## src/rtl/wb_io_debug_pkg.sv

```systemverilog
// Shared constants, slave FSM encoding and lane helper for the IO debug port.
// Latency: n/a (package).
// Backpressure: n/a (package).
package wb_io_debug_pkg;

    // Default IO port addresses
    localparam logic [15:0] POST_PORT_ADDR = 16'h0080;
    localparam logic [15:0] CON_PORT_ADDR  = 16'h00E9;

    // Value returned on lanes nobody drives, and the console port's read signature
    localparam logic [7:0]  FLOAT_BYTE     = 8'hFF;
    localparam logic [7:0]  CON_READ_BYTE  = 8'hE9;

    typedef enum logic [1:0] {
        ST_IDLE       = 2'd0,
        ST_WAIT_SPACE = 2'd1,
        ST_RESP       = 2'd2
    } slv_state_e;

    // Byte carried on a given Wishbone lane
    function automatic logic [7:0] lane_byte(input logic [31:0] dat, input logic [1:0] lane);
        return dat[{lane, 3'b000} +: 8];
    endfunction

endpackage

```

## src/rtl/wb_io_debug_fifo.sv

```systemverilog
// Synchronous FIFO with push/pop, full/empty flags and occupancy level.
// Latency: pushed data visible at head (and in level/empty) the cycle after the push.
// Backpressure: push ignored when full unless a pop frees the slot in the same cycle.
module wb_io_debug_fifo #(
    parameter int DEPTH = 16,
    parameter int WIDTH = 8,
    localparam int AW   = $clog2(DEPTH),
    localparam int LW   = AW + 1
) (
    input  logic             clk_i,
    input  logic             rst_n_i,
    input  logic             push_i,
    input  logic [WIDTH-1:0] push_dat_i,
    input  logic             pop_i,
    output logic [WIDTH-1:0] head_dat_o,
    output logic             full_o,
    output logic             empty_o,
    output logic [LW-1:0]    level_o
);

    logic [WIDTH-1:0] mem_q [DEPTH];
    logic [LW-1:0]    wr_ptr_q, wr_ptr_d;
    logic [LW-1:0]    rd_ptr_q, rd_ptr_d;
    logic             do_push;
    logic             do_pop;

    // Extra pointer MSB separates the full case from the empty case
    assign empty_o = (wr_ptr_q == rd_ptr_q);
    assign full_o  = (wr_ptr_q[AW] != rd_ptr_q[AW]) &&
                     (wr_ptr_q[AW-1:0] == rd_ptr_q[AW-1:0]);
    assign level_o = wr_ptr_q - rd_ptr_q;

    assign do_pop  = pop_i & ~empty_o;
    // A pop in the same cycle frees a slot, so a push into a full FIFO is still legal
    assign do_push = push_i & (~full_o | do_pop);

    assign head_dat_o = mem_q[rd_ptr_q[AW-1:0]];

    assign wr_ptr_d = do_push ? wr_ptr_q + LW'(1) : wr_ptr_q;
    assign rd_ptr_d = do_pop  ? rd_ptr_q + LW'(1) : rd_ptr_q;

    // Pointer update; wrap is natural modulo 2*DEPTH
    always_ff @(posedge clk_i or negedge rst_n_i) begin
        if (!rst_n_i) begin
            wr_ptr_q <= '0;
            rd_ptr_q <= '0;
        end else begin
            wr_ptr_q <= wr_ptr_d;
            rd_ptr_q <= rd_ptr_d;
        end
    end

    // Storage write; contents need no reset since the pointers gate visibility
    always_ff @(posedge clk_i) begin
        if (do_push) begin
            mem_q[wr_ptr_q[AW-1:0]] <= push_dat_i;
        end
    end

endmodule

```

## src/rtl/wb_io_debug_port.sv

```systemverilog
// Wishbone classic IO slave: POST code port and debug console port with byte-stream FIFO.
// Latency: ack/err one cycle after the request is sampled, plus any time waiting for FIFO space.
// Backpressure: console writes into a full FIFO stall the bus until the consumer drains a byte.
// Optional macro WB_IO_DEBUG_PORT_ERR_EN: unmapped accesses end with wb_err_o instead of wb_ack_o.
module wb_io_debug_port
    import wb_io_debug_pkg::*;
#(
    parameter int          FIFO_DEPTH = 16,
    parameter logic [15:0] POST_PORT  = POST_PORT_ADDR,
    parameter logic [15:0] CON_PORT   = CON_PORT_ADDR,
    localparam int         LW         = $clog2(FIFO_DEPTH) + 1
) (
    input  logic          wb_clk_i,
    input  logic          wb_rst_n_i,
    input  logic [31:0]   wb_adr_i,
    input  logic [31:0]   wb_dat_i,
    input  logic [3:0]    wb_sel_i,
    input  logic          wb_we_i,
    input  logic          wb_cyc_i,
    input  logic          wb_stb_i,
    input  logic [2:0]    wb_cti_i,
    input  logic [1:0]    wb_bte_i,
    output logic [31:0]   wb_dat_o,
    output logic          wb_ack_o,
    output logic          wb_err_o,
    output logic          wb_rty_o,
    output logic [7:0]    con_data_o,
    output logic          con_valid_o,
    input  logic          con_ready_i,
    output logic [7:0]    post_code_o,
    output logic          post_stb_o,
    output logic [LW-1:0] con_level_o
);

`ifdef WB_IO_DEBUG_PORT_ERR_EN
    localparam bit ERR_EN = 1'b1;
`else
    localparam bit ERR_EN = 1'b0;
`endif

    slv_state_e    state_q;
    logic          ack_q;
    logic          err_q;
    logic [31:0]   dat_q;
    logic [7:0]    post_code_q;
    logic          post_stb_q;
    logic          post_pend_q;
    logic [7:0]    con_byte_q;

    logic          req;
    logic          post_word;
    logic          con_word;
    logic          post_hit;
    logic          con_hit;
    logic          no_hit;
    logic [7:0]    post_byte;
    logic [7:0]    con_byte;
    logic [31:0]   rd_dat;

    logic          fifo_push;
    logic [7:0]    fifo_push_dat;
    logic          fifo_full;
    logic          fifo_empty;

    // Cycle type, burst type and the upper address half carry no meaning for this slave
    logic          unused_inputs;
    assign unused_inputs = ^{wb_cti_i, wb_bte_i, wb_adr_i[31:16], wb_adr_i[1:0]};

    assign req       = wb_cyc_i & wb_stb_i & ~wb_ack_o & ~wb_err_o;

    assign post_word = (wb_adr_i[15:2] == POST_PORT[15:2]);
    assign con_word  = (wb_adr_i[15:2] == CON_PORT[15:2]);
    assign post_hit  = post_word & wb_sel_i[POST_PORT[1:0]];
    assign con_hit   = con_word  & wb_sel_i[CON_PORT[1:0]];
    assign no_hit    = ~(post_hit | con_hit);

    assign post_byte = lane_byte(wb_dat_i, POST_PORT[1:0]);
    assign con_byte  = lane_byte(wb_dat_i, CON_PORT[1:0]);

    // Per-lane read data: port lanes return their value, everything else floats high
    always_comb begin
        rd_dat = '0;
        for (int n = 0; n < 4; n++) begin
            rd_dat[8*n +: 8] = FLOAT_BYTE;
            if (wb_sel_i[n] && con_word && (2'(n) == CON_PORT[1:0])) begin
                rd_dat[8*n +: 8] = CON_READ_BYTE;
            end else if (wb_sel_i[n] && post_word && (2'(n) == POST_PORT[1:0])) begin
                rd_dat[8*n +: 8] = post_code_q;
            end
        end
    end

    // Push straight from the bus in IDLE when there is room, or from the held byte once space frees up
    always_comb begin
        fifo_push     = 1'b0;
        fifo_push_dat = con_byte;
        if (state_q == ST_IDLE) begin
            fifo_push = req & wb_we_i & con_hit & ~fifo_full;
        end else if (state_q == ST_WAIT_SPACE) begin
            fifo_push     = wb_cyc_i & ~fifo_full;
            fifo_push_dat = con_byte_q;
        end
    end

    // Slave FSM with registered bus response and POST outputs
    always_ff @(posedge wb_clk_i or negedge wb_rst_n_i) begin
        if (!wb_rst_n_i) begin
            state_q     <= ST_IDLE;
            ack_q       <= 1'b0;
            err_q       <= 1'b0;
            dat_q       <= '0;
            post_code_q <= 8'h00;
            post_stb_q  <= 1'b0;
            post_pend_q <= 1'b0;
            con_byte_q  <= 8'h00;
        end else begin
            ack_q      <= 1'b0;
            err_q      <= 1'b0;
            dat_q      <= '0;
            post_stb_q <= 1'b0;
            case (state_q)
                ST_IDLE: begin
                    if (req) begin
                        if (wb_we_i && post_hit) begin
                            post_code_q <= post_byte;
                        end
                        if (wb_we_i && con_hit && fifo_full) begin
                            // Hold the byte and the pending POST strobe until the FIFO has room
                            con_byte_q  <= con_byte;
                            post_pend_q <= post_hit;
                            state_q     <= ST_WAIT_SPACE;
                        end else begin
                            state_q    <= ST_RESP;
                            post_stb_q <= wb_we_i & post_hit;
                            dat_q      <= wb_we_i ? 32'h0 : rd_dat;
                            if (ERR_EN && no_hit) begin
                                err_q <= 1'b1;
                            end else begin
                                ack_q <= 1'b1;
                            end
                        end
                    end
                end
                ST_WAIT_SPACE: begin
                    if (!wb_cyc_i) begin
                        // Master abandoned the cycle: drop the byte, no response
                        post_pend_q <= 1'b0;
                        state_q     <= ST_IDLE;
                    end else if (!fifo_full) begin
                        ack_q       <= 1'b1;
                        post_stb_q  <= post_pend_q;
                        post_pend_q <= 1'b0;
                        state_q     <= ST_RESP;
                    end
                end
                ST_RESP: begin
                    state_q <= ST_IDLE;
                end
                default: begin
                    state_q <= ST_IDLE;
                end
            endcase
        end
    end

    wb_io_debug_fifo #(
        .DEPTH (FIFO_DEPTH),
        .WIDTH (8)
    ) u_con_fifo (
        .clk_i      (wb_clk_i),
        .rst_n_i    (wb_rst_n_i),
        .push_i     (fifo_push),
        .push_dat_i (fifo_push_dat),
        .pop_i      (con_ready_i),
        .head_dat_o (con_data_o),
        .full_o     (fifo_full),
        .empty_o    (fifo_empty),
        .level_o    (con_level_o)
    );

    assign wb_ack_o    = ack_q;
`ifdef WB_IO_DEBUG_PORT_ERR_EN
    assign wb_err_o    = err_q;
`else
    assign wb_err_o    = 1'b0;
    logic  unused_err;
    assign unused_err  = err_q;
`endif
    assign wb_rty_o    = 1'b0;
    assign wb_dat_o    = dat_q;
    assign post_code_o = post_code_q;
    assign post_stb_o  = post_stb_q;
    assign con_valid_o = ~fifo_empty;

endmodule

```

## config.mk

```make
export PLATFORM = sky130hd
export DESIGN_NAME = wb_io_debug_port
export DESIGN_NICKNAME = d
export VERILOG_FILES = /design/src/rtl/wb_io_debug_pkg.sv /design/src/rtl/wb_io_debug_fifo.sv /design/src/rtl/wb_io_debug_port.sv
export SDC_FILE = /design/constraint.sdc
export NUM_CORES = 1
export LEC_CHECK = 0
export ABC_AREA = 1
export CORE_MARGIN = 3
export CORE_UTILIZATION = 50
export CTS_CLUSTER_DIAMETER = 150
export CTS_CLUSTER_SIZE = 30
export DETAILED_ROUTE_END_ITERATION = 12
export PLACE_DENSITY = 0.85
export SLEW_MARGIN = 20
export SYNTH_ARGS = -nofsm -noshare
export SYNTH_HDL_FRONTEND = slang
export SYNTH_SLANG_ARGS = --single-unit
```

## constraint.sdc

```tcl
create_clock -name wb_clk_i -period 4 [get_ports wb_clk_i]
set_input_delay 0.4 -clock wb_clk_i [delete_from_list [all_inputs] [get_ports wb_clk_i]]
set_output_delay 0.4 -clock wb_clk_i [all_outputs]
set_load 0.01 [all_outputs]
```

## Word level (Yosys, flattened, before mapping)

Memory sizes are Yosys's and may differ from the RTL's.
Index checks and enable logic that the tools add are counted.

- Bitwise gates (word level): 15
- Equality and inequality tests: 9
- Add/sub/neg operators: 3
- Muxes and demuxes: 32
- Reductions and logical operators: 12

Operator list:

| kind | number |
|---|---|
| $mux W32 | 4 |
| $eq A14 B6 Y1 const B | 2 |
| $mux W8 | 3 |
| $mux W1 | 16 |
| $and A1 B1 Y1 | 11 |
| $add A5 B1 Y5 const B | 2 |
| $mux W2 | 4 |
| $logic_and A1 B1 Y1 | 6 |
| $pmux W1 S2 | 3 |
| $reduce_and A3 Y1 | 2 |
| $eq A5 B5 Y1 | 1 |
| $mux W5 | 1 |
| $sub A5 B5 Y5 | 1 |
| $eq A4 B4 Y1 | 1 |
| $pmux W2 S2 | 1 |
| $reduce_and A4 Y1 | 1 |
| $ne A3 B3 Y1 const B | 1 |
| $not A1 Y1 | 3 |
| $eq A2 B1 Y1 const B | 1 |
| $logic_not A2 Y1 | 1 |
| $ne A2 B1 Y1 const B | 1 |
| $ne A2 B2 Y1 const B | 1 |
| $reduce_and A2 Y1 | 1 |
| $reduce_bool A2 Y1 | 1 |
| other kinds (2) | 2 |

- Output and inout port bits: 58
- Flip-flop bits (word level): 63
- Bits in writable memories: 128
- Input port bits: 79
- Memories: 1

Memories:

| name | depth | width | rd ports | clocked after Yosys merged registers in | write ports | line | RTL |
|---|---|---|---|---|---|---|---|
| u_con_fifo.mem_q | 16 | 8 | 1 | 0 | 1 | wb_io_debug_fifo.sv:21 | `logic [WIDTH-1:0] mem_q [DEPTH];` |

## Longest topological paths before layout

- Depth after elaboration: 9
- Depth in mapped cells: 13

## Cells and area by module

From an unflattened synthesis, not the netlist that was laid out.

- Cells, all modules: 867
- Area total of the unflattened synthesis: 8129.0 um2

Modules (own cells, without submodules):

| module | cells an instance | sequential area each (um2) | instances | area an instance (um2) |
|---|---|---|---|---|
| wb_io_debug_fifo | 677 | 4093.9 | 1 | 6454.9 |
| wb_io_debug_port | 190 | 775.7 | 1 | 1674.1 |

## Least setup slack after synthesis

No wires, ideal clock.

- Path type: flip-flop to flip-flop
- Start: register u_con_fifo.rd_ptr_q[1]
- End: memory u_con_fifo.mem_q[13][0], enable pin
- Data arrival time: 2.062 ns
- Cell stages (with the launch flop): 13
- Data required time: 3.630 ns
- Path slack: 1.568 ns
- Library setup time: 0.370 ns
- Cells stage by stage: dfrtp_1 > inv_1 > clkbuf_1 > ha_1 > nand2_1 > nor2_2 > nand2_1 > nand2_1 > inv_2 > nand3_4 > nand2_4 > inv_4 > nor2_1

- Longest elaborated chain between the ends: 9

Ends and longest elaborated chain:

| what | line | RTL |
|---|---|---|
| start, declared | wb_io_debug_fifo.sv:23 | `logic [LW-1:0] rd_ptr_q, rd_ptr_d;` |
| start signal, assigned | wb_io_debug_fifo.sv:49 | `rd_ptr_q <= rd_ptr_d;` |
| $eq A4 B4 Y1 | wb_io_debug_fifo.sv:30 | `(wr_ptr_q[AW-1:0] == rd_ptr_q[AW-1:0]);` |
| $logic_and A1 B1 Y1 | wb_io_debug_fifo.sv:29 | `assign full_o = (wr_ptr_q[AW] != rd_ptr_q[AW]) &&` |
| $not A1 Y1 | wb_io_debug_fifo.sv:35, wb_io_debug_port.sv:98, wb_io_debug_port.sv:100 |  |
| $and A1 B1 Y1 | wb_io_debug_port.sv:100 | `fifo_push = wb_cyc_i & ~fifo_full;` |
| $mux W1 | wb_io_debug_port.sv:99 | `end else if (state_q == ST_WAIT_SPACE) begin` |
| $mux W1 | wb_io_debug_port.sv:97 | `if (state_q == ST_IDLE) begin` |
| $and A1 B1 Y1 * | wb_io_debug_fifo.sv:35 | `assign do_push = push_i & (~full_o \| do_pop);` |
| $mux W1 * | wb_io_debug_fifo.sv:55 | `if (do_push) begin` |
| $mux W1 (implied by the code) * | wb_io_debug_fifo.sv:56 | `mem_q[wr_ptr_q[AW-1:0]] <= push_dat_i;` |
| end, declared | wb_io_debug_fifo.sv:21 |  |

Every way passes the cells marked *; elsewhere a longest branch is shown, timed or not.

## Final worst setup path

- Start: register u_con_fifo.rd_ptr_q[0]
- End: output port con_data_o[1]

- Longest elaborated chain between the ends: 1

Ends and longest elaborated chain:

| what | line | RTL |
|---|---|---|
| $mem_v2 Z16 W8 | - |  |
| end, declared | wb_io_debug_port.sv:27 | `output logic [7:0] con_data_o,` |

Every way passes these cells.

==> reports/qor.yml <==
fin_nets: 839
final_common_cell: "edfxtp_1"
drc: 0
cts.repair.resized: 0
synth_simple_gate_area_share: 0.169
wirelength_um: 17100
met1_usage: 0.293
fin_crit_sh: 0.855
antenna_found_initial: 0
fmaxAchievable_mhz: 293
synth_warnings: 0
clockBufferDepth: 2
drive_gt1_frac: 0.0983
dpl.cell_count: 915
hold_viol: 0
rows: 44
top_usage_layer: "met2"
dpl.hpwl_um: 10700
power.leakage_nw: 3.48
syn_area_per_cell_um2: 11.1
ys_seq_elements: 169
hp-class: "input port to asynchronous set/reset pin"
cp.required_ns: 3.60
core_um2: 14600
postCtsSetupRepairBufs: 0
startpoint: "u_con_fifo.rd_ptr_q[0]"
clockRootBuffer: "clkbuf_16"
die_h_um: 129
postSynthCellCount: 681
cp_max_fo: 65
port_buffers: 93
finalSetupTns_ns: 0
ios: 137
yosys.area_share.adder: 0.0176
overflow: 0
globalRouteMet2Util: 0.341
powerDensity_nw_per_um2: 577
grt_pass1_vias: 5117
use_met3: 0.0469
gp_congestion: 0.813
synth-xor-area-share: 0.0116
die_w_um: 129
grt_pass1_wl_um: 27100
skew_ns: 0.00781
clkSinkCount: 169
drtPass1Iterations: 5
mostFrequentLayoutCells: "edfxtp_1, nand2_1, nor2_1"
htree_levels: 4
outcome: "finished clean"
syn_to_final_growth_pct: 19.4
crit_arrival_ns: 3.02
cts_buffers: 17
ys_types: 37
fin_crit_ns: 3.42
wl_per_cell_um: 18.0
synth.area.top_cells: "edfxtp_1, dfrtp_1, nand2_1, nor2_1, o21ai_0"
worst_setup_path_start_kind: "register"
timing.rr.start: "u_con_fifo.rd_ptr_q[1]"
synth_top_cell_area_share: 0.509
initial_core_util: 0.516
final_cell_count_no_fill: 947
groute.usage.overall: 0.213
cts_tree: "done"
syn-cell-area_um2: 7550
via_per_inst: 5.53
worst_slew_pin_slew_ns: 0.916
synth_mux_area_frac: 0.0119
end_kind: "output pin"
slew_headroom: 0.389
yosysTopAreaCell: "edfxtp_1"
setup_viol: 0
drv_slew: 0
dieArea_um2: 16600
vias: 5234
initialDrtViolationCount: 725
antennaDiodeCount: 0
synth_compound_area_frac: 0.0828
hold_buffers: 0
vdd_drop_max_uv: 433
cap_violations: 0
synth_top_family_by_area: "simple AND/OR/NAND/NOR gates"
ant_nets: 0
clk_pin_slew_ns: 0.06
seq_area_frac_synth: 0.645
rsz0062_at_grt: "no"
clkLatencyLatePin_ns: 0.42
grt_max_degree: 66
path_class: "register to output pin"
state kept, by name, indices dropped and copies added (netlist names):
name,cells
wb_dat_o,10
u_con_fifo.mem_q,128
post_code_o,8
u_con_fifo.wr_ptr_q,5
con_byte_q,8
state_q,2
post_pend_q,1
post_stb_o,1
u_con_fifo.rd_ptr_q,5
wb_ack_o,1
final timing paths:
kind,end,slack [ns],cells after the start
worst max register to register,u_con_fifo.mem_q[9][3],0.96,11
worst min register to register,con_byte_q[6],0.48,2
worst min-delay path,post_code_o[0],0.11,1
min in group wb_clk_i,con_byte_q[6],0.48,2
max in group asynchronous,u_con_fifo.rd_ptr_q[0],3.25,1
worst max-delay path,con_data_o[1],0.58,7
layout make-up:
type | count | area, µm²
fillers | 1110 | 5620
flip-flops and latches | 169 | 4870
multi-input cells | 421 | 2220
repair buffers | 98 | 963
clock buffers | 22 | 485
well taps | 184 | 230
inverters | 43 | 166
clock inverters | 10 | 87.6
synth_stat cells:
cell type and count:
nor2_4 11, nand2_2 3, conb_1 1, nand2_1 106
inv_1 37, o21ai_1 8, ha_1 9, o22ai_1 16
nor3_2 1, buf_2 7, nand3_2 2, nand3_4 1
xnor2_1 1, edfxtp_1 128, buf_12 1, o21ai_0 69
clkinv_1 1, xor2_1 9, nor2_1 106, clkbuf_1 15
dfrtp_1 41, nand2_4 2, inv_4 2, buf_4 25
nor3_1 1, nand3_1 29, buf_1 1, inv_2 3
o211ai_1 16, nand4_1 10, nor3_4 1, nor2_2 3
nand4_2 1, fa_1 1, mux2_2 8, nand3b_1 1
a21oi_1 4
stage by stage:
step | worst slack [ns] | area (µm²) | utilization | hold slack, ns | power, mW
5_1_grt | 0.337 | 9020 | 0.616 | 0.181 | 5.45
6_report | 0.581 | 9020 | 0.616 | 0.111 | 5.20
3_5_place_dp | 0.998 | 8450 | 0.577 | 0.465 | 3.62
2_1_floorplan | 1.57 | 7560 | - | 0.104 | 2.98
4_1_cts | 0.619 | 9020 | 0.616 | 0.137 | 5.20
3_3_place_gp | 1.07 | 8450 | 0.577 | 0.458 | 3.57
per-layer routing:
metal / wire (µm) / share of wire
met1: 6990 / 0.41
met2: 8480 / 0.50
met3: 1400 / 0.082
met4: 218 / 0.013
met5: 0 / 0
power by group:
group / switching (mW) / total (mW) / internal [mW] / leakage, nW
combinational: 0.979 / 1.62 / 0.638 / 1.49
sequential: 0.0813 / 2.00 / 1.92 / 1.70
clock: 0.656 / 1.58 / 0.927 / 0.291
total: 1.72 / 5.20 / 3.49 / 3.48
worst max-delay path, stage by stage (launching register included):
cell and delay, ns:
dfrtp_2 0.67, inv_1 0.13, buf_4 0.53, o21ai_0 0.23, o211ai_1 0.17, nand3_1 0.18
nand3_1 0.13, clkdlybuf4s50_1 0.55
cell families (layout without fill, tap and decap cells):
family                   count (synthesis)  in the layout
adder cells (fa/ha/maj)                 10             10
buffers and inverters                   92            173
AO/OA/AOI/OAI                          113            113
other                                    1              2
multiplexers                             8              8
AND/OR/NAND/NOR                        278            278
XOR/XNOR                                10             10
flip-flops                             169            169
(Power assumes the default switching activity.)
